===== config.mk =====
export PLATFORM = sky130hd
export DESIGN_NAME = inst_mem_loader
export DESIGN_NICKNAME = d
export VERILOG_FILES = /design/src/rtl/inst_mem_loader.sv
export SDC_FILE = /design/constraint.sdc
export NUM_CORES = 1
export LEC_CHECK = 0
export BUFFER_PORTS_ARGS = -buffer_cell sky130_fd_sc_hd__buf_2
export CAP_MARGIN = 0
export CORE_ASPECT_RATIO = 1.25
export CORE_MARGIN = 3
export CORE_UTILIZATION = 39
export CTS_CLUSTER_DIAMETER = 50
export DETAILED_ROUTE_END_ITERATION = 12
export PLACE_DENSITY_LB_ADDON = 0.05
export SYNTH_ARGS = -nofsm -noshare
export SYNTH_HDL_FRONTEND = slang
export SYNTH_SLANG_ARGS = --single-unit

===== constraint.sdc =====
create_clock -name clk -period 4.1 [get_ports clk]
set_input_delay 0.41 -clock clk [delete_from_list [all_inputs] [get_ports clk]]
set_output_delay 0.41 -clock clk [all_outputs]
set_load 0.01 [all_outputs]

===== src/rtl/inst_mem_loader.sv =====
// ---------------------------------------------------------------------------
// inst_mem_loader
// Packs an incoming byte stream (little-endian) into 32-bit instruction words
// and writes them into a small instruction memory. A separate fetch port reads
// the memory with one cycle of latency in every state.
//
// Ports
//   clk           : single clock, rising edge
//   rst_n         : asynchronous active-low reset
//   i_start       : one-cycle pulse, starts a new load at word 0 (IDLE/DONE only)
//   i_in_valid    : byte stream valid
//   i_in_data     : byte stream data
//   i_in_last     : final byte of the program, qualified by i_in_valid
//   o_in_ready    : a byte is accepted this cycle when i_in_valid is also high
//   o_busy        : high while loading
//   o_done        : high once the load has finished
//   o_word_count  : words written since the last start (0..DEPTH)
//   i_rd_addr     : fetch-side word address
//   o_rd_data     : fetch-side instruction word, registered
// ---------------------------------------------------------------------------
module inst_mem_loader #(
    parameter int DEPTH = 16,
    parameter int WIDTH = 32
) (
    input  logic             clk,
    input  logic             rst_n,
    input  logic             i_start,
    input  logic             i_in_valid,
    input  logic [7:0]       i_in_data,
    input  logic             i_in_last,
    output logic             o_in_ready,
    output logic             o_busy,
    output logic             o_done,
    output logic [4:0]       o_word_count,
    input  logic [3:0]       i_rd_addr,
    output logic [WIDTH-1:0] o_rd_data
);

    // Count value at which the next word write fills the memory.
    localparam logic [4:0] LP_LAST = 5'(DEPTH - 1);

    typedef enum logic [1:0] {
        ST_IDLE = 2'd0,
        ST_LOAD = 2'd1,
        ST_DONE = 2'd2
    } state_t;

    // Instruction storage; intentionally not reset so a program survives rst_n.
    logic [WIDTH-1:0] r_mem [0:DEPTH-1];

    state_t           r_state;
    logic [3:0]       r_ptr;
    logic [1:0]       r_byte_idx;
    logic [23:0]      r_partial;     // bytes 0..2 of the word being assembled
    logic [4:0]       r_word_count;
    logic             r_in_ready;
    logic             r_busy;
    logic             r_done;
    logic [WIDTH-1:0] r_rd_data;

    logic             w_accept;
    logic             w_word_end;
    logic             w_wr_en;
    logic [WIDTH-1:0] w_wr_data;

    assign w_accept   = i_in_valid && r_in_ready;
    assign w_word_end = (r_byte_idx == 2'd3) || i_in_last;
    assign w_wr_en    = w_accept && w_word_end;

    // Merge the incoming byte into the partial word; unfilled upper bytes are zero.
    always_comb begin
        w_wr_data = 32'd0;
        case (r_byte_idx)
            2'd0:    w_wr_data = {24'd0, i_in_data};
            2'd1:    w_wr_data = {16'd0, i_in_data, r_partial[7:0]};
            2'd2:    w_wr_data = {8'd0, i_in_data, r_partial[15:0]};
            2'd3:    w_wr_data = {i_in_data, r_partial[23:0]};
            default: w_wr_data = 32'd0;
        endcase
    end

    // Memory write port; a word is committed on the edge its final byte is accepted.
    always_ff @(posedge clk) begin
        if (w_wr_en) begin
            r_mem[r_ptr] <= w_wr_data;
        end
    end

    // Fetch port: registered read, so a same-edge write returns the old word.
    always_ff @(posedge clk or negedge rst_n) begin
        if (!rst_n) begin
            r_rd_data <= 32'd0;
        end else begin
            r_rd_data <= r_mem[i_rd_addr];
        end
    end

    // Loader FSM with registered status outputs.
    always_ff @(posedge clk or negedge rst_n) begin
        if (!rst_n) begin
            r_state      <= ST_IDLE;
            r_ptr        <= 4'd0;
            r_byte_idx   <= 2'd0;
            r_partial    <= 24'd0;
            r_word_count <= 5'd0;
            r_in_ready   <= 1'b0;
            r_busy       <= 1'b0;
            r_done       <= 1'b0;
        end else begin
            case (r_state)
                ST_IDLE, ST_DONE: begin
                    if (i_start) begin
                        r_state      <= ST_LOAD;
                        r_ptr        <= 4'd0;
                        r_byte_idx   <= 2'd0;
                        r_partial    <= 24'd0;
                        r_word_count <= 5'd0;
                        r_in_ready   <= 1'b1;
                        r_busy       <= 1'b1;
                        r_done       <= 1'b0;
                    end
                end
                ST_LOAD: begin
                    // start is deliberately ignored here; the load runs to completion.
                    if (w_accept) begin
                        if (w_word_end) begin
                            r_ptr        <= r_ptr + 4'd1;
                            r_word_count <= r_word_count + 5'd1;
                            r_byte_idx   <= 2'd0;
                            r_partial    <= 24'd0;
                            // Finish on the program's last byte or when memory is full.
                            if (i_in_last || (r_word_count == LP_LAST)) begin
                                r_state    <= ST_DONE;
                                r_in_ready <= 1'b0;
                                r_busy     <= 1'b0;
                                r_done     <= 1'b1;
                            end
                        end else begin
                            r_byte_idx <= r_byte_idx + 2'd1;
                            r_partial  <= w_wr_data[23:0];
                        end
                    end
                end
                default: begin
                    r_state    <= ST_IDLE;
                    r_in_ready <= 1'b0;
                    r_busy     <= 1'b0;
                    r_done     <= 1'b0;
                end
            endcase
        end
    end

    assign o_in_ready   = r_in_ready;
    assign o_busy       = r_busy;
    assign o_done       = r_done;
    assign o_word_count = r_word_count;
    assign o_rd_data    = r_rd_data;

endmodule


==> reports/metrics.yaml <==
drt-pass1-iter-count: 5
cpPeakStageDelay_ps: 870
start_kind: "flip-flop"
rows: 96
hold_viol: 0
setup_tns_ps: 0
grt_pass1_vias: 11200
drv_cap: 0
regToRegEndpoint: "r_mem[2][13]$_DFFE_PP_"
post_drt_via_cell_ratio: 5.57
core-area_sq_um: 55300
synth-seq-area-share_pct: 77.9
antenna_cells: 0
place_ws_ps: 1510
cts.sinks: 581
path_cells: "inv_1 -> ha_1 -> or2_2 -> a22oi_1 -> nor2_1"
rsz0062_at_grt: "no"
period_needed_ps: 2580
crit_arrival_ps: 2820
worstSkewPairLatency_ps: 620
place_hpwl_um: 30200
drive_gt1_share_pct: 29.3
netlist_area_sq_um: 21900
hold_depth: 3
num-nets-final: 1161
yosys_register_bits: 581
cts.clk_slew.worst_paths_ps: 60
syn_nets: 1054
dr_total_vias: 10700
initial_core_util_pct: 39.7
worst_pin_slew_ps: 1240
synth_cells: 1027
cp_slowest_cell: "nor2_1"
drt_wl_total_um: 55300
critPathBufInv: 1
io_pins: 57
finalCritPeriodShare_pct: 63.0
fin_util_pct: 46.0
clk_path_buf_depth: 3
antenna_left: 0
cp_max_fo: 17
grt_max_degree: 66
cts_tree: "yes"
grt_overflow: 0
yosysWarnings: 0
p_leak_uw: 0.00843
wl_per_cell_um: 28.8
rrSetupSlack_ps: 1520
skew_ps: 21.4
io_buffers: 56
place.gp.congestion: 0.718
syn_to_final_growth_pct: 15.9
rr_startpoint: "r_byte_idx[0]$_DFFE_PN0P_"
synthDistinctLibCells: 33
grt_pass1_wl_um: 80100
htree_num_levels: 2
setup_violations: 0
setup_slack_ps: 1520
required_ps: 4340
min_from: "i_start"
worst-setup-path-type: "flip-flop to flip-flop"
avgSynthCellArea_sq_um: 21.4
crit_path_end_kind: "flip-flop"
max_freq_ghz: 0.387
hold_path.class: "input port to flip-flop"
slew_headroom_pct: 17.0
die_h_um: 271
fillers: 4729
grtUsageTotal_pct: 19.0
drc: 0
whs_endpoint: "r_state[0]$_DFFE_PN0P_"
die_width_um: 218
postCtsSetupBuffers: 0
powerDensity_nw_per_um2: 535
reg2reg_depth: 5
cts_buffers: 59
outcome: "finished, final reports clean"
power_uw: 13600
vdd_drop_max_uv: 351
timing.final.max_slew_violations: 0
clockRootBuffer: "clkbuf_16"
first_iter_violations: 900
antenna_found_initial: 0
dieArea_sq_um: 59200
crit_family: "simple AND/OR/NAND/NOR gates"
==> report_power, final <==
group / switching, uW / internal (uW) / leakage (uW)
clock network: 2240 / 3280 / 0.000990
registers: 94.2 / 6790 / 0.00546
logic: 826 / 379 / 0.00198
==> cells in the mapped netlist <==
cell | number | share of area [%]
o211a_1 | 1 | 0.046
nor4b_4 | 1 | 0.11
a21o_1 | 1 | 0.034
a22oi_1 | 80 | 2.7
nor2_1 | 32 | 0.55
nor2_2 | 1 | 0.029
nand3_1 | 4 | 0.091
edfxtp_1 | 512 | 70
a32o_1 | 1 | 0.046
dfrtp_1 | 69 | 7.9
o21ai_0 | 7 | 0.16
o31ai_1 | 1 | 0.034
nor3_1 | 7 | 0.16
or2_2 | 1 | 0.029
ha_1 | 10 | 0.57
nand2_1 | 42 | 0.72
a21oi_1 | 4 | 0.091
o21a_1 | 1 | 0.034
a22o_1 | 33 | 1.3
buf_2 | 11 | 0.25
o211ai_1 | 1 | 0.034
buf_4 | 12 | 0.41
mux2_2 | 1 | 0.051
inv_1 | 7 | 0.12
xnor2_1 | 2 | 0.080
clkbuf_1 | 25 | 0.43
mux4_2 | 128 | 13
or3_1 | 2 | 0.057
nor2b_1 | 5 | 0.14
buf_1 | 10 | 0.17
nand2b_1 | 5 | 0.14
and2_1 | 9 | 0.26
and3_1 | 1 | 0.029
==> tightest hold or removal path, stage by stage <==
cell      delay [ps]
buf_2            100
nand2b_1          80
o21ai_0           70
==> worst max path at each step <==
| stage | start | endpoint | cells past startpoint |
|---|---|---|---|
| 2_1_floorplan | r_byte_idx[1]$_DFFE_PN0P_ | r_mem[3][0]$_DFFE_PP_ | 5 |
| 3_3_place_gp | r_byte_idx[0]$_DFFE_PN0P_ | r_mem[4][13]$_DFFE_PP_ | 5 |
| 3_5_place_dp | r_byte_idx[0]$_DFFE_PN0P_ | r_mem[4][13]$_DFFE_PP_ | 5 |
| 4_1_cts | r_byte_idx[0]$_DFFE_PN0P_ | r_mem[2][13]$_DFFE_PP_ | 5 |
| 5_1_grt | r_byte_idx[0]$_DFFE_PN0P_ | r_mem[2][13]$_DFFE_PP_ | 5 |
| 6_report | r_byte_idx[0]$_DFFE_PN0P_ | r_mem[2][13]$_DFFE_PP_ | 5 |
==> layer usage <==
| metal | GRT usage (%) | up-vias | part of all wire (%) |
|---|---|---|---|
| met3 | 2.91 | 69 | 4.7 |
| met4 | 4.21 | 0 | 1.7 |
| met5 | 0 | - | 0 |
| met2 | 31.1 | 296 | 50 |
| li1 | - | 4475 | - |
| met1 | 27.2 | 5840 | 44 |
==> registers in the layout, summed over array words and instances (netlist names) <==
register	count
r_ptr	4
r_state	2
r_byte_idx	2
r_mem	512
r_partial	24
o_word_count	5
o_rd_data	32
==> layout by cell type (no fill, tap or decap), types with 2 or more instances in the layout <==
cell	netlist	routed
xnor2_1	2	2
edfxtp_1	512	512
clkbuf_1	25	14
mux4_2	128	128
nor3_2	0	4
nor2_4	0	13
nand3_1	4	4
nor2b_4	0	2
nand2_1	42	42
buf_4	12	44
clkinv_2	0	10
dfrtp_1	69	69
nor3_1	7	3
clkbuf_8	0	9
nor2b_1	5	3
nor2_1	32	19
or3_1	2	2
buf_12	0	4
o21ai_0	7	7
inv_6	0	4
bufinv_16	0	7
a21oi_1	4	3
a22o_1	33	33
a22oi_1	80	80
buf_2	11	53
clkinv_1	0	6
ha_1	10	10
clkbuf_16	0	60
nand2b_1	5	5
inv_1	7	7
and2_1	9	8
==> kinds of logic after synthesis <==
| logic type | share of synthesized area, % |
|---|---|
| mux | 13.2 |
| flops | 77.9 |
| compound gates | 4.53 |
| simple gates | 2.31 |
| xor+xnor | 0.0798 |
| fa+ha+maj | 0.570 |
| buf+inv | 1.38 |
==> area by class of cell <==
class	instances	area (sq um)	area share [%]
Clock inverter	29	343	1.35
Inverter	7	26.3	0.103
Sequential cell	581	17100	67.2
Clock buffer	82	1660	6.54
Timing Repair Buffer	104	711	2.79
Multi-Input combinational cell	381	4680	18.4
Tap cell	735	920	3.61
==> through the flow <==
step	cell area, sq um	std cells	hold slack, ps
floorplan	21900	1027	114
CTS	25400	1919	58.1
finish	25400	1919	95.0
global route	25400	1919	124
global placement	23400	1807	479
detailed placement	23400	1807	482
==> what timing repair did <==
action                     CTS  global route
setup endpoints to repair    0             0
hold endpoints to repair    52             0
resized for setup            0             0
hold buffers                 1             0
(Power assumes the default switching activity.)
